$ cat src/rtl/mac_operand_feeder.sv
// mac_operand_feeder: streams feature/weight pairs from two SRAM read ports
// into a free-running MAC. The result is the accum delta over one job.
// The MAC cannot be cleared, so the accum value is snapshotted at job start.
module mac_operand_feeder #(
    parameter int LATENCY = 3,
    parameter int ADDR_W  = 8,
    parameter int ACC_W   = 32
) (
    input  logic              clk,
    input  logic              rstn,
    input  logic              start,
    input  logic [ADDR_W-1:0] len,
    output logic              busy,
    output logic              feat_rd_en,
    output logic [ADDR_W-1:0] feat_rd_addr,
    input  logic [7:0]        feat_rd_data,
    output logic              wgt_rd_en,
    output logic [ADDR_W-1:0] wgt_rd_addr,
    input  logic [7:0]        wgt_rd_data,
    output logic [7:0]        mac_feature,
    output logic [7:0]        mac_weight,
    input  logic [ACC_W-1:0]  mac_accum,
    output logic              res_valid,
    output logic [ACC_W-1:0]  res_data,
    input  logic              res_ready
);

    localparam int CNT_W = $clog2(LATENCY + 2);

    typedef enum logic [1:0] {
        S_IDLE,
        S_ISSUE,
        S_DRAIN,
        S_HOLD
    } state_t;

    state_t            r_state;
    logic [ADDR_W-1:0] r_len;
    logic [ADDR_W-1:0] r_addr;
    logic              r_rd_en;
    logic              r_rd_v;
    logic [CNT_W-1:0]  r_drain;
    logic [ACC_W-1:0]  r_base;
    logic [ACC_W-1:0]  r_res;
    logic              r_res_valid;

    logic              w_last_addr;
    logic              w_last_drain;

    assign w_last_addr  = (r_addr == (r_len - ADDR_W'(1)));
    assign w_last_drain = (r_drain == CNT_W'(LATENCY));

    // Job sequencing: issue len reads, drain SRAM + MAC latency, hold result.
    always_ff @(posedge clk or negedge rstn) begin
        if (!rstn) begin
            r_state     <= S_IDLE;
            r_len       <= '0;
            r_addr      <= '0;
            r_rd_en     <= 1'b0;
            r_rd_v      <= 1'b0;
            r_drain     <= '0;
            r_base      <= '0;
            r_res       <= '0;
            r_res_valid <= 1'b0;
        end else begin
            r_rd_v <= r_rd_en;
            case (r_state)
                S_IDLE: begin
                    if (start) begin
                        if (len != '0) begin
                            r_len   <= len;
                            r_base  <= mac_accum;
                            r_addr  <= '0;
                            r_rd_en <= 1'b1;
                            r_state <= S_ISSUE;
                        end else begin
                            r_res       <= '0;
                            r_res_valid <= 1'b1;
                            r_state     <= S_HOLD;
                        end
                    end
                end
                S_ISSUE: begin
                    if (w_last_addr) begin
                        r_rd_en <= 1'b0;
                        r_addr  <= '0;
                        r_drain <= '0;
                        r_state <= S_DRAIN;
                    end else begin
                        r_addr <= r_addr + ADDR_W'(1);
                    end
                end
                S_DRAIN: begin
                    if (w_last_drain) begin
                        r_res       <= mac_accum - r_base;
                        r_res_valid <= 1'b1;
                        r_state     <= S_HOLD;
                    end else begin
                        r_drain <= r_drain + CNT_W'(1);
                    end
                end
                S_HOLD: begin
                    if (res_ready) begin
                        r_res_valid <= 1'b0;
                        r_state     <= S_IDLE;
                    end
                end
                default: r_state <= S_IDLE;
            endcase
        end
    end

    // Outside valid data cycles the MAC sees 0*0, so accum stays put.
    always_comb begin
        mac_feature = r_rd_v ? feat_rd_data : '0;
        mac_weight  = r_rd_v ? wgt_rd_data  : '0;
    end

    assign busy         = (r_state != S_IDLE);
    assign feat_rd_en   = r_rd_en;
    assign feat_rd_addr = r_addr;
    assign wgt_rd_en    = r_rd_en;
    assign wgt_rd_addr  = r_addr;
    assign res_valid    = r_res_valid;
    assign res_data     = r_res;

endmodule

$ cat config.mk
export PLATFORM = sky130hd
export DESIGN_NAME = mac_operand_feeder
export DESIGN_NICKNAME = d
export VERILOG_FILES = /design/src/rtl/mac_operand_feeder.sv
export SDC_FILE = /design/constraint.sdc
export NUM_CORES = 1
export LEC_CHECK = 0
export ABC_AREA = 0
export BUFFER_PORTS_ARGS = -buffer_cell sky130_fd_sc_hd__buf_2
export CELL_PAD_IN_SITES_DETAIL_PLACEMENT = 0
export CELL_PAD_IN_SITES_GLOBAL_PLACEMENT = 1
export CORE_MARGIN = 5
export CORE_UTILIZATION = 45
export CTS_CLUSTER_SIZE = 8
export DETAILED_ROUTE_END_ITERATION = 8
export GPL_TIMING_DRIVEN = 1
export PLACE_DENSITY_LB_ADDON = 0.1
export SLEW_MARGIN = 40
export SYNTH_ARGS = -nofsm -noshare
export SYNTH_HDL_FRONTEND = slang
export SYNTH_SLANG_ARGS = --single-unit
export TNS_END_PERCENT = 50
$ cat constraint.sdc
create_clock -name clk -period 5.18 [get_ports clk]
set_input_delay 1.295 -clock clk [delete_from_list [all_inputs] [get_ports clk]]
set_output_delay 1.295 -clock clk [all_outputs]
set_load 0.05 [all_outputs]
# Word-level counts from Yosys, hierarchy flattened
# Index checks and enable logic that the tools add are counted.
# word_totals
register_bits	88
wordCells	67
# classes
n_reduce_logical	14
eq_ne	12
muxes	28
add_sub_neg	4
# op_table
operator	count
$mux W32	3
$pmux W32 S2	1
$mux W8	5
$sub A32 B32 Y32	1
$pmux W8 S2	1
$ne A2 B2 Y1 const B	7
$reduce_and A4 Y1	3
$mux W2	5
$reduce_and A3 Y1	3
$add A8 B1 Y8 const B	1
$eq A8 B8 Y1	1
$pmux W2 S4	1
$reduce_bool A2 Y1	4
$reduce_bool A8 Y1	1
$sub A8 B1 Y8 const B	1
$mux W1	7
$mux W3	2
$pmux W3 S2	1
$reduce_and A5 Y1	1
$eq A2 B2 Y1 const B	2
$add A3 B1 Y3 const B	1
$eq A3 B2 Y1 const B	1
$pmux W1 S3	1
$reduce_bool A3 Y1	1
3 further kinds	3

# Depth between registers and ports, before layout
# depth
ltp_word	4
depth_mapped	11
ltp_nobuf	9

# Worst setup path after synthesis
# No wires, ideal clock.
# synth_timing
path_kind	input-to-reg
start	in mac_accum[0]
end	reg r_res[26], in the netlist res_data[26]
setup_slack_ns	1.756
stages	9
n_path_buf	0
arrival_time_ns	3.302
path_cell_list	inv_1 ha_1 fa_1 nand2b_1 a211oi_2 o2111ai_1 a211oi_1 o21ai_0 a32o_1
# synth_via
elab_chain_cells	3
# synth_rtl
item	line_no	source
start: declaration	22	input logic [ACC_W-1:0] mac_accum,
$sub A32 B32 Y32	95	r_res <= mac_accum - r_base;
$mux W32	94	if (w_last_drain) begin
$pmux W32 S2	67	case (r_state)
end signal: assignment	95	
end: declaration	44	logic [ACC_W-1:0] r_res;
# Every way passes these cells. The select of a mux whose other input is x is not followed.
# A chain may end at the register's enable or synchronous reset.

# Worst setup path after layout
# Same ends and word-level chain as after synthesis.

==> metrics.csv <==
metric,value,unit
min_path_type,flip-flop to flip-flop,
synth-edff-count,0,
num_rows,42,
end_kind,flip-flop,
grtUsageMet3,0.03825,
status,"finished, final reports clean",
clk_pin_slew,0.07,ns
core_area,13300,um2
tns,0,ns
io_buffers,127,
post-dp-hpwl,12360,um
fp.dieH,126.5,um
grt_pass1_wl,26900,um
insertion_delay,0.35,ns
slowest_delay,0.50,ns
arrival,3.85,ns
placed_cells,953,
floorplan.initialDensity,0.4593,
clk_path_buf_depth,2,
crit_fanout,4,
die_width,126.5,um
fin_crit,3.610,ns
grt_use_met2,0.3456,
hold_viol_final,0,
grt_max_degree,46,
skew,0.008460,ns
rsz0062_at_grt,false,
powerDensity,688.2,nW/um2
synthCells,678,
synth_area,6106,um2
first_pass_iters,5,
leakagePower,0.003389,uW
grt_pass1_vias,5320,
synth-async-reset-ratio,1.000,
ys_ff_latch,88,
ant_nets,0,
place_ws,1.254,ns
syn_nets,778,
via_per_inst,5.647,
setup_viol,0,
slew_viol_final,0,
io_pins,128,
irDropWorstVdd,0.2802,mV
post_cts_buffers,0,
wire_per_inst,16.89,um
track_usage,0.2069,
critPathRequiredTime,5.42,ns
fmax,277.0,MHz
cts_sinks,88,
ctsResizeCount,0,
start_kind,input pin,
ys.flop_type,dfrtp_1,
routabilityCongestion,0.8605,
tritoncts,built,
syn_to_final_growth,16.66,%
overflow,0,
layout.nets,888,
ys_seq_area_frac,0.3607,
dr.first_iter.drc_count,284,
num_antenna_cells,0,
hold_buffers,0,
synth_cell_types,67,
vias,5461,
synth.avg_cell_area,9.006,um2
maxCapViolCount,0,
worst_pin_slew,0.8167,ns
final_layout_size_suffix_gt1_frac,0.2503,
die-area,16000,um2
layout_setup_ws,1.570,ns
fin_crit_sh,0.6969,
cts_buffers,9,
wl,16340,um
grt.busiest_layer,met2,
grt_antenna_before_repair,0,
grtUsageMet1,0.2726,
setup.worst_path.class,input pin to flip-flop,
htreeDepth,3,
cts-root-buf,clkbuf_16,
finalNonFillerCells,967,
worstPathCellList,buf_2 > inv_1 > ha_1 > fa_1 > nand2b_1 > a211oi_2 > o2111ai_1 > a211oi_1 > o21ai_0 > a32o_1,
final_common_cell,buf_2,
crit_slowest_cell,a211oi_1,
final_cell_mix,"buf_2, dfrtp_1, nand2_1",
yosys_warnings,0,
slew-limit-headroom,0.4556,
remaining_drc_errors,0,
routing by layer:
metal	wire, um	share of wire
met5	0	0
met1	7319	0.45
met4	344	0.021
met3	803	0.049
met2	7869	0.48
sequential cells by signal, summed over array words and instances, names as in the netlist:
name,flops
r_base,32
res_data,32
feat_rd_addr,8
r_len,8
r_drain,3
r_state,2
feat_rd_en,1
r_rd_v,1
res_valid,1
where the power goes:
| part | internal (uW) | leakage, uW | switching, uW |
|---|---|---|---|
| sequential | 1010 | 0.00107 | 221 |
| clock | 431 | 0.000148 | 273 |
| combinational | 1050 | 0.00217 | 1920 |
stage by stage:
| stage | total power, uW | utilization | hold slack [ns] | cell area, um2 |
|---|---|---|---|---|
| floorplan | 3517 | - | 0.4538 | 6106 |
| finish | 4902 | 0.5358 | 0.4769 | 7123 |
| global placement | 4144 | 0.5120 | 0.4606 | 6808 |
| global route | 5294 | 0.5358 | 0.5064 | 7123 |
| CTS | 4927 | 0.5358 | 0.4811 | 7123 |
| detailed placement | 4198 | 0.5124 | 0.4659 | 6813 |
synth_stat cells, types with 11 or more instances:
cell type | count | share of area
xor2_1 | 11 | 0.016
mux2_2 | 42 | 0.077
o21ai_0 | 56 | 0.046
dfrtp_1 | 88 | 0.36
nand4_1 | 12 | 0.012
a21oi_1 | 44 | 0.036
ha_1 | 39 | 0.080
buf_4 | 11 | 0.014
xnor2_1 | 12 | 0.017
nand2_1 | 68 | 0.042
inv_1 | 53 | 0.033
nand3_1 | 18 | 0.015
and2_1 | 19 | 0.019
nor3_1 | 17 | 0.014
nor2_1 | 25 | 0.015
nand2b_1 | 11 | 0.011
cells by family after synthesis:
kind of cell / count (synthesis) / share of synthesized area
AO/OA/AOI/OAI: 189 / 0.2064
adder cells (fa/ha/maj): 40 / 0.08320
buffers and inverters: 85 / 0.06250
XOR/XNOR: 23 / 0.03299
AND/OR/NAND/NOR: 209 / 0.1736
flip-flops: 88 / 0.3607
multiplexers: 44 / 0.08074
path summary, 6_finish.rpt:
kind	start	end	slack (ns)	depth (start not counted)
setup / recovery	mac_accum[0]	res_data[26]$_DFFE_PN0P_	1.57	10
hold / removal	feat_rd_en$_DFFE_PN0P_	r_rd_v$_DFF_PN0_	0.48	0
setup reg to reg	r_base[0]$_DFFE_PN0P_	res_data[26]$_DFFE_PN0P_	2.26	8
hold reg to reg	feat_rd_en$_DFFE_PN0P_	r_rd_v$_DFF_PN0_	0.48	0
max in group asynchronous	rstn	res_data[23]$_DFFE_PN0P_	3.19	2
min in group asynchronous	rstn	r_rd_v$_DFF_PN0_	0.93	1
final cells by class:
class	instances	area [um2]
fill	1243	6172
clock inverter	3	67.56
clock buffer	11	242.7
inverter	53	198.9
timing repair buffer	131	665.6
tap	176	220.2
multi-input combinational	505	3526
sequential	88	2202
critical path: cells and delay by family:
family	cells	cell delay, ns
AO/OA/AOI/OAI	5	1.59
buffers and inverters	2	0.12
AND/OR/NAND/NOR	1	0.23
adder cells (fa/ha/maj)	2	0.61
Power figures use the tool's default switching activity.
